**src/rtl/code_lock_fsm.sv**
```systemverilog
// Keypad code lock: start key, CODE_LEN-digit entry, timed GOOD/BAD phases, entry timeout.
// Define CODE_LOCK_LOCKOUT_EN to compile in the failure counter and LOCKOUT state.
module code_lock_fsm #(
  parameter int                    CODE_LEN      = 3,
  parameter logic [4*CODE_LEN-1:0] CODE          = 12'h259,
  parameter int                    GOOD_TIME     = 3,
  parameter int                    BAD_TIME      = 5,
  parameter int                    ENTRY_TIMEOUT = 10,
  parameter int                    MAX_TRIES     = 3,
  parameter int                    LOCKOUT_TIME  = 30
) (
  input  logic       i_clk,
  input  logic       i_rst,
  input  logic       i_tick_1hz,
  input  logic       i_key,
  input  logic [3:0] i_digit,
  input  logic       i_digit_valid,
  output logic [3:0] o_disp,
  output logic [1:0] o_led,
  output logic       o_locked,
  output logic       o_busy
);

  localparam int MAX_GB = (GOOD_TIME > BAD_TIME) ? GOOD_TIME : BAD_TIME;
  localparam int MAX_GE = (MAX_GB > ENTRY_TIMEOUT) ? MAX_GB : ENTRY_TIMEOUT;
  localparam int MAX_T  = (MAX_GE > LOCKOUT_TIME) ? MAX_GE : LOCKOUT_TIME;
  localparam int SEC_W  = $clog2(MAX_T) + 1;
  localparam int IDX_W  = $clog2(CODE_LEN) + 1;

  localparam logic [SEC_W-1:0] GOOD_END = SEC_W'(GOOD_TIME - 1);
  localparam logic [SEC_W-1:0] BAD_END  = SEC_W'(BAD_TIME - 1);
  localparam logic [SEC_W-1:0] TO_END   = SEC_W'(ENTRY_TIMEOUT - 1);

  localparam logic [2:0] S_IDLE  = 3'd0;
  localparam logic [2:0] S_ENTRY = 3'd1;
  localparam logic [2:0] S_GOOD  = 3'd2;
  localparam logic [2:0] S_BAD   = 3'd3;
  localparam logic [2:0] S_LOCK  = 3'd4;

  logic [2:0]       state_q, state_d;
  logic [IDX_W-1:0] idx_q, idx_d;
  logic             mism_q, mism_d;
  logic [SEC_W-1:0] sec_q, sec_d;
  logic [3:0]       disp_q, disp_d;
  logic             flash_q, flash_d;
  logic [1:0]       led_q, led_d;
  logic             busy_q, busy_d;
  logic             key_q, armed_q;
  logic             lock_hit;

  // armed_q keeps a key held low through reset from counting as a falling edge
  logic start;
  assign start = armed_q & key_q & ~i_key;

  logic [4*CODE_LEN-1:0] code_sh;
  logic [3:0]            code_dig;
  logic                  mism_now, last_dig;
  assign code_sh  = CODE << {idx_q, 2'b00};
  assign code_dig = code_sh[4*CODE_LEN-1 -: 4];
  assign mism_now = mism_q | (i_digit > 4'd9) | (i_digit != code_dig);
  assign last_dig = (idx_q == IDX_W'(CODE_LEN - 1));

`ifdef CODE_LOCK_LOCKOUT_EN
  localparam int               FAIL_W   = $clog2(MAX_TRIES + 1);
  localparam logic [FAIL_W-1:0] FAIL_MAX = FAIL_W'(MAX_TRIES);
  localparam logic [SEC_W-1:0]  LOCK_END = SEC_W'(LOCKOUT_TIME - 1);
  logic [FAIL_W-1:0] fail_q, fail_d;
  logic              locked_q;
  assign lock_hit = (fail_q == FAIL_MAX);
`else
  assign lock_hit = 1'b0;
`endif

  always_comb begin
    state_d = state_q;
    idx_d   = idx_q;
    mism_d  = mism_q;
    sec_d   = sec_q;
    disp_d  = disp_q;
    flash_d = flash_q;
    case (state_q)
      S_IDLE: begin
        if (start) begin
          state_d = S_ENTRY;
          idx_d   = '0;
          mism_d  = 1'b0;
          disp_d  = '0;
        end
      end
      S_ENTRY: begin
        // a digit beats a coincident tick: the counter restarts instead
        if (i_digit_valid) begin
          disp_d = i_digit;
          mism_d = mism_now;
          idx_d  = idx_q + 1'b1;
          sec_d  = '0;
          if (last_dig) state_d = mism_now ? S_BAD : S_GOOD;
        end else if (i_tick_1hz) begin
          if (ENTRY_TIMEOUT != 0 && sec_q == TO_END) state_d = S_BAD;
          else sec_d = sec_q + 1'b1;
        end
      end
      S_GOOD: begin
        if (i_tick_1hz) begin
          if (sec_q == GOOD_END) state_d = S_IDLE;
          else sec_d = sec_q + 1'b1;
        end
      end
      S_BAD: begin
        if (i_tick_1hz) begin
          flash_d = ~flash_q;
          if (sec_q == BAD_END) state_d = lock_hit ? S_LOCK : S_IDLE;
          else sec_d = sec_q + 1'b1;
        end
      end
`ifdef CODE_LOCK_LOCKOUT_EN
      S_LOCK: begin
        if (i_tick_1hz) begin
          if (sec_q == LOCK_END) state_d = S_IDLE;
          else sec_d = sec_q + 1'b1;
        end
      end
`endif
      default: state_d = S_IDLE;
    endcase
    if (state_d != state_q) sec_d = '0;
    if (state_d == S_BAD && state_q != S_BAD) flash_d = 1'b1;
  end

  always_comb begin
    case (state_d)
      S_ENTRY: led_d = 2'b01;
      S_GOOD:  led_d = 2'b11;
      S_BAD:   led_d = {1'b0, flash_d};
      S_LOCK:  led_d = 2'b10;
      default: led_d = 2'b00;
    endcase
    busy_d = (state_d != S_IDLE);
  end

  always_ff @(posedge i_clk) begin
    if (i_rst) begin
      state_q <= S_IDLE;
      idx_q   <= '0;
      mism_q  <= 1'b0;
      sec_q   <= '0;
      disp_q  <= '0;
      flash_q <= 1'b0;
      led_q   <= 2'b00;
      busy_q  <= 1'b0;
      key_q   <= 1'b1;
      armed_q <= 1'b0;
    end else begin
      state_q <= state_d;
      idx_q   <= idx_d;
      mism_q  <= mism_d;
      sec_q   <= sec_d;
      disp_q  <= disp_d;
      flash_q <= flash_d;
      led_q   <= led_d;
      busy_q  <= busy_d;
      key_q   <= i_key;
      armed_q <= armed_q | i_key;
    end
  end

`ifdef CODE_LOCK_LOCKOUT_EN
  always_comb begin
    fail_d = fail_q;
    if (state_d == S_GOOD && state_q != S_GOOD) fail_d = '0;
    else if (state_d == S_BAD && state_q != S_BAD && fail_q != FAIL_MAX) fail_d = fail_q + 1'b1;
    else if (state_q == S_LOCK && state_d == S_IDLE) fail_d = '0;
  end

  always_ff @(posedge i_clk) begin
    if (i_rst) begin
      fail_q   <= '0;
      locked_q <= 1'b0;
    end else begin
      fail_q   <= fail_d;
      locked_q <= (state_d == S_LOCK);
    end
  end

  assign o_locked = locked_q;
`else
  assign o_locked = 1'b0;
`endif

  assign o_disp = disp_q;
  assign o_led  = led_q;
  assign o_busy = busy_q;

endmodule

```
**config.mk**
```make
export PLATFORM = sky130hd
export DESIGN_NAME = code_lock_fsm
export DESIGN_NICKNAME = d
export VERILOG_FILES = /design/src/rtl/code_lock_fsm.sv
export SDC_FILE = /design/constraint.sdc
export NUM_CORES = 1
export LEC_CHECK = 0
export CELL_PAD_IN_SITES_DETAIL_PLACEMENT = 1
export CELL_PAD_IN_SITES_GLOBAL_PLACEMENT = 1
export CORE_MARGIN = 2
export CORE_UTILIZATION = 37
export CTS_CLUSTER_DIAMETER = 30
export CTS_CLUSTER_SIZE = 28
export DETAILED_ROUTE_END_ITERATION = 10
export PLACE_DENSITY_LB_ADDON = 0.1
export SLEW_MARGIN = 20
export SYNTH_ARGS = -nofsm -noshare
export SYNTH_HDL_FRONTEND = slang
export SYNTH_SLANG_ARGS = --single-unit
```
**constraint.sdc**
```tcl
create_clock -name i_clk -period 2 [get_ports i_clk]
set_input_delay 0.4 -clock i_clk [delete_from_list [all_inputs] [get_ports i_clk]]
set_output_delay 0.4 -clock i_clk [all_outputs]
set_load 0.05 [all_outputs]
```
==> results.tsv <==
metric	value	unit
outcome	finished, final reports clean	
max incr delay on CP	0.44	ns
Die X	63.4	um
slowest CP cell	o41a_2	
leakage power	0.715	nW
dpl hpwl	2780	um
area of the multi-input gates	842	um^2
gr ovfl total	0	
share of cells above drive strength 1	0.279	
synthesized area per cell	9.02	um^2
WL/cell	15.4	um
Clock Latency Late Sink	0.30	ns
area grow syn2layout	38.1	%
first-pass GRT wire length	6120	um
Placer Congestion	0.829	
placed cell count	227	
initial antenna violation count	0	
worst path required time	2.20	ns
CTS Sinks	23	
sequential fraction of the synthesis area	0.352	
final setup fails	0	
number of synthesized register bits	23	
final slew viol count	0	
clock tree buffer depth	2	
CP endpoint kind	flip-flop	
Crit Path Class	flip-flop to flip-flop	
TritonCTS buffer count	3	
Pwr Total	769	uW
largest net degree at the start of global routing	16	
Clk pin slew, worst setup/hold paths	0.12	ns
DR vias	1247	
total I/O pin count	17	
Buf/Inv on CP	2	
Final period util	0.998	
worst relative slew slack	0.664	
Non-Filler Instances	236	
min-delay worst type	flip-flop to flip-flop	
Initial Util	0.389	
Root Driver	clkbuf_4	
Final min period	2.00	ns
CP top delay family	compound AO/OA/AOI/OAI gates	
1st-pass router iterations	4	
total track usage	0.190	
Core Region	3360	um^2
DR iter-0 viols	26	
Power Density	426	nW/um^2
nets	208	
Hold Buf Count CTS	0	
synth warn	0	
max-cap viol count	0	
Worst Path Max Fanout	2	
CTS tree	built	
die area	4030	um^2
top_reg_cell synth	dfxtp_1	
VDD IR-drop max	0.000334	V
Cell variety after synth	49	
DR vias/cell	5.28	
Post-Syn Instances	145	
Worst Tran Pin Value	0.502	ns
drt total wl	3640	um
die span in y	63.4	um
Post-Syn Area	1310	um^2
CP arrival	2.20	ns
H-tree levels	1	
# fillers	428	
Final Hold Violating Endpoints	0	
critical path launch point type	flip-flop	
DRT antenna net count	0	
DR DRC count	0	
fmax	0.501	GHz
EDFF count, synth	0	
number of global-route vias before repair	1273	
RSZ-0062 raised after global routing	yes	
n_diodes	0	
ys async rst share	0	
port bufs	15	
critical-path cell list	inv_2, ha_4, or2_0, a222oi_1, a21oi_2, buf_4, o41a_2	
register area	463	um^2
worst clock skew	0.00243	ns
num rows	21	
==> flip-flops by register name (all words and copies together) (netlist names) <==
register and cells:
sec_q 6, o_disp 4, idx_q 3, state_q 3
o_led 2, armed_q 1, flash_q 1, key_q 1
mism_q 1, o_busy 1
==> through the flow <==
| stage | cell area [um^2] | worst slack [ns] | TNS, ns | utilization | hold slack [ns] |
|---|---|---|---|---|---|
| 2_1_floorplan | 1310 | 0.0443 | 0 | - | 0.452 |
| 3_3_place_gp | 1680 | -0.235 | -1.61 | 0.499 | 0.472 |
| 3_5_place_dp | 1680 | -0.299 | -2.30 | 0.499 | 0.502 |
| 4_1_cts | 1750 | -0.0516 | -0.132 | 0.520 | 0.538 |
| 5_1_grt | 1810 | -0.0923 | -0.394 | 0.537 | 0.586 |
| 6_report | 1810 | 0.00434 | 0 | 0.537 | 0.523 |
==> layout make-up <==
type / count / area share
Tap cell: 46 / 0.0319
Multi-Input combinational cell: 109 / 0.466
Sequential cell: 23 / 0.256
Clock buffer: 4 / 0.0146
Timing Repair Buffer: 45 / 0.212
Inverter: 9 / 0.0187
==> logic make-up after synthesis <==
family / after synthesis / synth area share
and+or+nand+nor: 59 / 0.266
AOI/OAI and AO/OA: 35 / 0.221
DFF: 23 / 0.352
buffers and inverters: 14 / 0.0478
adders and majority gates: 8 / 0.0766
xor gates and xnor gates: 5 / 0.0335
other: 1 / 0.00287
==> layout by cell type, fill, tap and decap left out, types with 4 or more instances in the layout <==
| master | count |
|---|---|
| clkdlybuf4s50_1 | 15 |
| a21oi_1 | 5 |
| and4_1 | 4 |
| dfxtp_1 | 21 |
| a22oi_1 | 5 |
| nor3_1 | 7 |
| inv_1 | 7 |
| nor2_1 | 17 |
| ha_1 | 6 |
| nand3_1 | 5 |
| buf_4 | 28 |
==> worst paths after layout <==
kind	from	end	slack [ns]	cells after the start
max	idx_q[0]	mism_q	0.004	7
min	o_disp[2]	o_disp[2]	0.52	2
max reg2reg	idx_q[0]	mism_q	0.004	7
min reg2reg	o_disp[2]	o_disp[2]	0.52	2
==> tightest hold or removal path, delay by kind of cell (launching register included) <==
family	cells	cell delay (ns)
simple gates	1	0.08
flops	1	0.35
compound gates	1	0.07
==> routing by layer <==
layer | share of wire | wire length (um) | GRT usage
met3 | 0.038 | 137 | 0.0482
met1 | 0.46 | 1680 | 0.250
met5 | 0 | 0 | 0
met2 | 0.49 | 1790 | 0.317
met4 | 0.0085 | 31 | 0.0299
==> timing repair <==
item | CTS | global route
pin swaps | 7 | 6
gates resized for setup | 8 | 8
setup endpoints to repair | 5 | 12
buffers inserted | 3 | 2
==> where the power goes <==
part           switching, mW  internal, mW
sequential           0.00452         0.463
clock                  0.133        0.0778
combinational         0.0501        0.0408
total                  0.187         0.582
==> cell usage after synthesis (all sizes together) (2+ instances only) <==
cell / count / area (um^2)
a2111oi: 2 / 36.3
nor3: 10 / 66.3
ha: 8 / 100
a21oi: 6 / 30.0
and3b: 2 / 17.5
or2: 2 / 12.5
xnor2: 3 / 26.3
nor2b: 2 / 12.5
dfxtp: 23 / 460
a22oi: 5 / 37.5
o31ai: 2 / 15.0
buf: 4 / 25.0
nand2b: 3 / 18.8
and3: 2 / 12.5
nand3: 5 / 25.0
a31oi: 4 / 40.0
a21boi: 2 / 15.0
inv: 9 / 33.8
nor2: 17 / 63.8
o21ai: 3 / 15.0
nand4: 3 / 18.8
xor2: 2 / 17.5
nand2: 3 / 11.3
and4: 4 / 35.0
Power figures use the tool's default switching activity.
